File: config.mk
export PLATFORM = sky130hd
export DESIGN_NAME = div_seq_flat
export DESIGN_NICKNAME = d
export VERILOG_FILES = /design/src/rtl/div_seq_if.sv /design/src/rtl/div_seq.sv /design/src/flat_wrapper.sv
export SDC_FILE = /design/constraint.sdc
export NUM_CORES = 1
export LEC_CHECK = 0
export ABC_AREA = 1
export CELL_PAD_IN_SITES_DETAIL_PLACEMENT = 0
export CELL_PAD_IN_SITES_GLOBAL_PLACEMENT = 1
export CORE_AREA = 2 2 150 211
export CTS_CLUSTER_DIAMETER = 120
export DETAILED_ROUTE_END_ITERATION = 6
export DIE_AREA = 0 0 152 213
export PLACE_DENSITY = 0.91
export SLEW_MARGIN = 5
export SYNTH_ARGS = -nofsm -noshare
export SYNTH_HDL_FRONTEND = slang
export SYNTH_SLANG_ARGS = --single-unit
File: constraint.sdc
create_clock -name clk -period 11.17 [get_ports clk]
set_clock_uncertainty 0.2 [all_clocks]
set_input_delay 2.234 -clock clk [delete_from_list [all_inputs] [get_ports clk]]
set_output_delay 2.234 -clock clk [all_outputs]
set_load 0.05 [all_outputs]
File: src/rtl/div_seq_if.sv
// EX <-> divider request/response bundle: operands and control from EX, {remainder, quotient} and ready back.
interface div_seq_if #(
  parameter int DATA_W = 32
);
  logic                  start_in;
  logic                  signed_div_in;
  logic [DATA_W-1:0]     dived_in;
  logic [DATA_W-1:0]     div_in;
  logic                  annul_in;
  logic [2*DATA_W-1:0]   res_out;
  logic                  rdy_out;

  modport master (
    output start_in, signed_div_in, dived_in, div_in, annul_in,
    input  res_out, rdy_out
  );

  modport slave (
    input  start_in, signed_div_in, dived_in, div_in, annul_in,
    output res_out, rdy_out
  );
endinterface

File: src/rtl/div_seq.sv
// Radix-2 restoring divider sequencer for DIV/DIVU; res_out = {remainder, quotient}.
// Optional macro DIV_EARLY_TERM_EN: finish at acceptance when |dividend| < |divisor|.
module div_seq #(
  parameter int DATA_W = 32,
  parameter int CNT_W  = 6
) (
  input  logic     clk,
  input  logic     rst_n,
  div_seq_if.slave bus
);
  typedef enum logic [1:0] {IDLE, ZERO, ON, END} state_t;

  state_t              state;
  logic [CNT_W-1:0]    cnt;
  logic [DATA_W-1:0]   rem, quo, dsr;
  logic                neg_q, neg_r;
  logic [2*DATA_W-1:0] res;
  logic                rdy;

  logic                a_neg, b_neg;
  logic [DATA_W-1:0]   a_abs, b_abs;
  logic [DATA_W:0]     shrem, diff;
  logic                borrow;
  logic [DATA_W-1:0]   rem_nx, quo_nx, q_fix, r_fix;
  logic                stop;

  always_comb begin
    a_neg  = bus.signed_div_in & bus.dived_in[DATA_W-1];
    b_neg  = bus.signed_div_in & bus.div_in[DATA_W-1];
    // 0x80000000 negates to itself, which is the correct unsigned magnitude
    a_abs  = a_neg ? -bus.dived_in : bus.dived_in;
    b_abs  = b_neg ? -bus.div_in   : bus.div_in;
    // rem < dsr, so the shifted remainder fits DATA_W+1 bits and the diff msb is the borrow
    shrem  = {rem, quo[DATA_W-1]};
    diff   = shrem - {1'b0, dsr};
    borrow = diff[DATA_W];
    rem_nx = borrow ? shrem[DATA_W-1:0] : diff[DATA_W-1:0];
    quo_nx = {quo[DATA_W-2:0], ~borrow};
    q_fix  = neg_q ? -quo_nx : quo_nx;
    r_fix  = neg_r ? -rem_nx : rem_nx;
    stop   = bus.annul_in | ~bus.start_in;
  end

  always_ff @(posedge clk) begin
    if (!rst_n) begin
      state <= IDLE;
      cnt   <= '0;
      rem   <= '0;
      quo   <= '0;
      dsr   <= '0;
      neg_q <= 1'b0;
      neg_r <= 1'b0;
      res   <= '0;
      rdy   <= 1'b0;
    end else begin
      case (state)
        IDLE: begin
          if (bus.start_in && !bus.annul_in) begin
            if (bus.div_in == '0) begin
              state <= ZERO;
            end
`ifdef DIV_EARLY_TERM_EN
            else if (a_abs < b_abs) begin
              state <= END;
              res   <= {bus.dived_in, {DATA_W{1'b0}}};
              rdy   <= 1'b1;
            end
`endif
            else begin
              state <= ON;
              neg_q <= a_neg ^ b_neg;
              neg_r <= a_neg;
              quo   <= a_abs;
              dsr   <= b_abs;
              rem   <= '0;
              cnt   <= '0;
            end
          end
        end
        ZERO: begin
          if (stop) begin
            state <= IDLE;
          end else begin
            state <= END;
            res   <= '0;
            rdy   <= 1'b1;
          end
        end
        ON: begin
          if (stop) begin
            state <= IDLE;
            res   <= '0;
            rdy   <= 1'b0;
          end else begin
            rem <= rem_nx;
            quo <= quo_nx;
            cnt <= cnt + CNT_W'(1);
            if (cnt == CNT_W'(DATA_W-1)) begin
              state <= END;
              res   <= {r_fix, q_fix};
              rdy   <= 1'b1;
            end
          end
        end
        END: begin
          if (stop) begin
            state <= IDLE;
            res   <= '0;
            rdy   <= 1'b0;
          end
        end
        default: state <= IDLE;
      endcase
    end
  end

  assign bus.res_out = res;
  assign bus.rdy_out = rdy;
endmodule

File: src/flat_wrapper.sv
// flat-port wrapper written by rule: the top's interface ports become plain ports
module div_seq_flat 
#(
  parameter int DATA_W = 32,
  parameter int CNT_W  = 6
)
  (clk, rst_n, bus_start_in, bus_signed_div_in, bus_dived_in, bus_div_in, bus_annul_in, bus_res_out, bus_rdy_out);
  div_seq_if #(.DATA_W(DATA_W)) bus_i ();
  input  logic clk;
  input  logic rst_n;
  input wire logic [$bits(bus_i.start_in)-1:0] bus_start_in;
  input wire logic [$bits(bus_i.signed_div_in)-1:0] bus_signed_div_in;
  input wire logic [$bits(bus_i.dived_in)-1:0] bus_dived_in;
  input wire logic [$bits(bus_i.div_in)-1:0] bus_div_in;
  input wire logic [$bits(bus_i.annul_in)-1:0] bus_annul_in;
  output wire logic [$bits(bus_i.res_out)-1:0] bus_res_out;
  output wire logic [$bits(bus_i.rdy_out)-1:0] bus_rdy_out;
  assign bus_i.start_in = bus_start_in;
  assign bus_i.signed_div_in = bus_signed_div_in;
  assign bus_i.dived_in = bus_dived_in;
  assign bus_i.div_in = bus_div_in;
  assign bus_i.annul_in = bus_annul_in;
  assign bus_res_out = bus_i.res_out;
  assign bus_rdy_out = bus_i.rdy_out;
  div_seq #(.DATA_W(DATA_W), .CNT_W(CNT_W)) u_core (.clk(clk), .rst_n(rst_n), .bus(bus_i));
endmodule
# After elaboration in Yosys (flattened, before gate mapping)
# Index checks and enable logic that the tools add are counted.
# W data, S select, Z words.
# word_totals
reg_bits,171
in_bits,69
wordCells,76
output_inout_bits,65
# classes
n_bitwise,7
n_eq_ne,10
reduce_logical,10
mux,34
addsub,6
# op_table
op,count
$mux W32,11
$mux W64,4
$pmux W64 S3,1
$neg A32 Y32,4
$pmux W32 S2,2
$sub A33 B32 Y33,1
$logic_not A32 Y1,1
$mux W6,3
$mux W2,6
$pmux W6 S2,1
$pmux W2 S4,1
$reduce_and A4 Y1,2
$add A6 B1 Y6 const B,1
$eq A6 B5 Y1 const B,1
$ne A2 B2 Y1 const B,3
$reduce_and A3 Y1,2
$eq A2 B2 Y1 const B,2
$mux W1,4
$ne A2 B1 Y1 const B,2
$ne A3 B1 Y1 const B,1
$not A1 Y1,3
$pmux W1 S3,1
$reduce_bool A3 Y1,1
$and A1 B1 Y1,2
other kinds (7),7

# Depth between registers and ports, before layout
# logic_depth
word_depth,7
depth_mapped,29
mapped_depth_nobuf,28

# Worst setup path after synthesis
# No wires, ideal clock.
# synth_path
path_type,input to register
start,input bus_div_in[1]
end,register u_core.quo[0]
t_required_ps,10837
setup_slack_ps,6752
n_path_buf,1
cell_stages,14
arrival_time_ps,4085
setup_time_ps,133
path_cell_list,inv_1 -> ha_1 -> inv_1 -> nor3_1 -> nand2_1 -> nor2_1 -> nand4_1 -> nor4_1 -> nand3b_1 -> nand2_1 -> clkinv_1 -> clkbuf_1 -> nand2_1 -> a31oi_1
# synth_via
elab_chain_cells,3
# synth_lines
item,line_no,rtl
start: declaration,flat_wrapper.sv:14,input wire logic [$bits(bus_i.div_in)-1:0] bus_div_in;
$logic_not A32 Y1,div_seq.sv:59,if (bus.div_in == '0) begin
$ne A2 B2 Y1 (no source line),n/a,
$reduce_and A4 Y1 (no source line),n/a,
end signal: assignment,div_seq.sv:73,quo <= a_abs;
end signal: assignment,div_seq.sv:96,quo <= quo_nx;
end: declaration,div_seq.sv:15,"logic [DATA_W-1:0] rem, quo, dsr;"
# Every way passes these cells.
# A chain may end at the register's enable or synchronous reset.

# Worst setup path in the final report
# layout_path
start,input bus_div_in[1]
end,register u_core.rem[31]
# layout_via
elab_chain_cells,3
# layout_lines
item,line_no,rtl
$logic_not A32 Y1,div_seq.sv:59,
$ne A2 B2 Y1 (no source line),n/a,
$reduce_and A4 Y1 (no source line),n/a,
end signal: assignment,div_seq.sv:95,rem <= rem_nx;
end: declaration,div_seq.sv:15,
# Every way passes these cells.

==> reports/summary.md <==
• nand2_1 (762), inv_1 (287), nor2_1 (172), dfxtp_1 (171), a21oi_1 (164) — commonest cells after routing, fill and taps aside
• 0.258 — top cell type's share of synthesized area
• 0 — Final setup violation count
• 2 — Longest Clk Path Bufs
• flip-flop — Critical Path End Type
• 44300 um — wire length after detailed routing
• 15 — total stage count of the critical path
• 0.137 mV — largest voltage drop on the vdd net
• dfxtp_1 — post-synthesis cell type with the largest combined area
• built — CTS tree
• 54 — library cells used by synthesis
• 34300 um — HPWL after detailed placement
• 0 — number of hold buffers added after cts
• 750 ps — biggest cell delay along the critical path
• 0 — Synth async-reset ratio
• 16.3 um — routed length per placed instance
• 0 — count of final max-slew check failures
• 5.97 um2 — Syn Area/Cell
• input pin — Startpoint Class
• u_core.bus.res_out[61] — Hold Path Sink
• 186 nW/um2 — total power per unit cell area
• 0 — CTS-repair resized insts
• 5 — Bufs and invs on worst path
• 2 — Worst Hold Depth
• 0.435 — initial core utilization
• dfxtp_1 (26%), nand2_1 (22%), inv_1 (8.1%), a21oi_1 (6.2%), nand3_1 (5.7%) — biggest area contributors in the synthesized netlist
• u_core.bus.res_out[61] — startpoint of the lowest-slack hold path
• 134 — number of primary I/O pins
• 0.928 — global placement routability congestion
• 0 — number of endpoints with negative hold slack in the final report
• 70 ps — Clock Pin Slew Worst Setup and Hold Paths
• u_core.bus.res_out[28] — destination of the worst register-to-register timing path
• input pin to flip-flop — Critical Setup Path Class
• u_core.dsr[0] — Worst R2R Start
• 133 — Port Buffers
• nand2_1 — CP dominant cell by count
• 70200 um — wire length of the first global-routing pass
• 5.22 — via/cell ratio
• 450 ps — Clock Latency Late Sink
• 5910 ps — shortest period the worst path allows
• 0.258 — share of the yosys chip area belonging to registers
• 97 — maximum number of pins on one net before global-route repair
• 0 — number of warnings issued by yosys
• flip-flop to flip-flop — Worst Hold Class
• 0 — initial antenna violation count
• 17 — Inserted Clock Buffers
• nand2_1 — most common library cell in the layout ignoring fill and taps
• 5990 ps — data arrival time of the worst path
• 0.529 — share of the clock period used by the worst path after layout
• 2226 — synthesized netlist cell count
• 0 — number of post-CTS setup repair buffers
• 13300 um2 — Post-Synthesis Cell Area
• 13610 — vias in the first global route
• 213 um — DIE HEIGHT
• clkinv_1 — Crit-path slowest cell
• 0.295 — slew margin rel.
• 2337 — Synthesized Nets
• 1060 ps — transition at the pin with the smallest max-transition slack
• 0 ps — final-layout setup total negative slack
• 171 — number of clock sinks
• 0.505 — post-route core utilization
• 2423 — final net count
• 30500 um2 — core region area
• no — RSZ-0062 raised after global routing
• complete, no violations — outcome
• 748 — Detailed Route Iter0 Violations
• 0.273 — GRT Overall Usage
• 7.29 nW — cell leakage power
• 152 um — horizontal die dimension
• 0 — # diodes
• 4 — CTS H-Tree Depth
• buffers and inverters — delay-heaviest family, CP
• 14150 — via count
• 0 — EDFF count, synth
• 0 — max capacitance violation total
• 26 — worst-case reg-to-reg path depth
• clkbuf_16 — CTS Root Buffer Type
• 32 — maximum net fanout on the critical path
• 0 — Antenna Violating Nets Remaining
• 32400 um2 — Die Area
• 7 — Initial DRT Pass Iterations
• 0 — total overflow reported by the global router
• 11250 ps — endpoint required time on the critical path
• 5890 ps — flop-to-flop setup slack
• 76 — number of placement rows
• 0.0642 — share of cells above drive strength 1
• 16.1% — synthesis-to-layout area growth
• 169 MHz — f_max
• dfxtp_1 — predominant post-synthesis flop cell
• 0 — number of design rule violations left after detail routing
• 171 — #FFs+latches synth
• clkdlybuf4s50_1 -> inv_1 -> ha_1 -> inv_1 -> nor3_1 -> nand2_1 -> nor2_1 -> nand4_1 -> nor4_1 -> nand3b_1 -> nand2_1 -> clkinv_1 -> buf_4 -> nand2_1 -> a21oi_1 — cells along the critical path
-- cells in the mapped netlist, drive strengths merged (3+ instances only) --
library cell and instances:
a21boi 3, o221ai 3, nand3 157, a221oi 3
o211ai 5, a21o 3, buf 22, a31oi 34
nor2 191, nand3b 11, clkbuf 55, inv 299
xor2 56, o21ai 71, o21bai 6, nand2 807
ha 41, nor3 25, a21oi 167, dfxtp 171
a22oi 3, nor4 10, or2 22, xnor2 25
nand4 21
-- area by class of cell --
type                    count  area [um2]
fillers                  3186       15100
multi-input cells        1677        8370
flip-flops and latches    171        3420
repair buffers            144        1410
inverters                 301        1130
well taps                 390         488
clock buffers              20         457
clock inverters             9         139
-- how the worst max path moves through the flow --
stage | from | to | slack, ps
6_report | bus_div_in[1] | u_core.rem[31] | 5260
5_1_grt | bus_div_in[1] | u_core.rem[20] | 4920
4_1_cts | bus_div_in[1] | u_core.rem[31] | 5370
3_5_place_dp | bus_div_in[1] | u_core.rem[31] | 4870
3_3_place_gp | bus_div_in[1] | u_core.rem[31] | 4950
2_1_floorplan | bus_div_in[1] | u_core.quo[0] | 6750
-- report_power, final --
| group | internal (mW) | leakage (nW) | total, mW | switching (mW) |
|---|---|---|---|---|
| sequential | 0.660 | 1.39 | 0.708 | 0.0480 |
| combinational | 0.459 | 5.61 | 1.55 | 1.09 |
| clock | 0.362 | 0.293 | 0.619 | 0.257 |
-- layer usage --
| metal | vias to the layer above | wire length [um] | GRT usage |
|---|---|---|---|
| met5 | - | 0 | 0 |
| met4 | 0 | 2900 | 0.170 |
| met3 | 103 | 1900 | 0.0404 |
| met2 | 368 | 22000 | 0.493 |
| met1 | 6469 | 17600 | 0.301 |
| li1 | 7210 | - | - |
-- cells by family (layout without fill, tap and decap cells) --
family,Yosys count,in the layout,share of synthesized area
xor gates and xnor gates,81,81,0.0540
and+or+nand+nor,1250,1250,0.409
AOI/OAI and AO/OA,304,304,0.126
DFF,171,171,0.258
adders and majority gates,42,42,0.0401
buffers and inverters,378,474,0.113
-- per-stage QoR --
stage          instance area, um2  hold slack [ps]  total power [mW]  cells  setup WS, ps
2_1_floorplan               13300              232              1.84   2226          6750
4_1_cts                     15400              267              2.87   2712          5370
3_3_place_gp                14800              253              2.23   2683          4950
3_5_place_dp                14800              257              2.25   2683          4870
5_1_grt                     15400              282              3.09   2712          4920
6_report                    15400              263              2.87   2712          5260
-- worst reg2reg max path, delay by kind of cell (launching register included) --
kind / cells / cell delay (ps)
compound gates: 4 / 920
flops: 1 / 420
buf+inv: 2 / 190
fa+ha+maj: 3 / 880
simple gates: 17 / 2600
-- registers in the layout, summed over array words and instances, names as in the netlist --
signal              flops
u_core.neg_q            1
u_core.neg_r            1
u_core.dsr             32
u_core.bus.rdy_out      1
u_core.bus.res_out     64
u_core.cnt              6
u_core.rem             32
u_core.quo             32
u_core.state            2
Note: power is estimated with default switching activity, not from simulation.
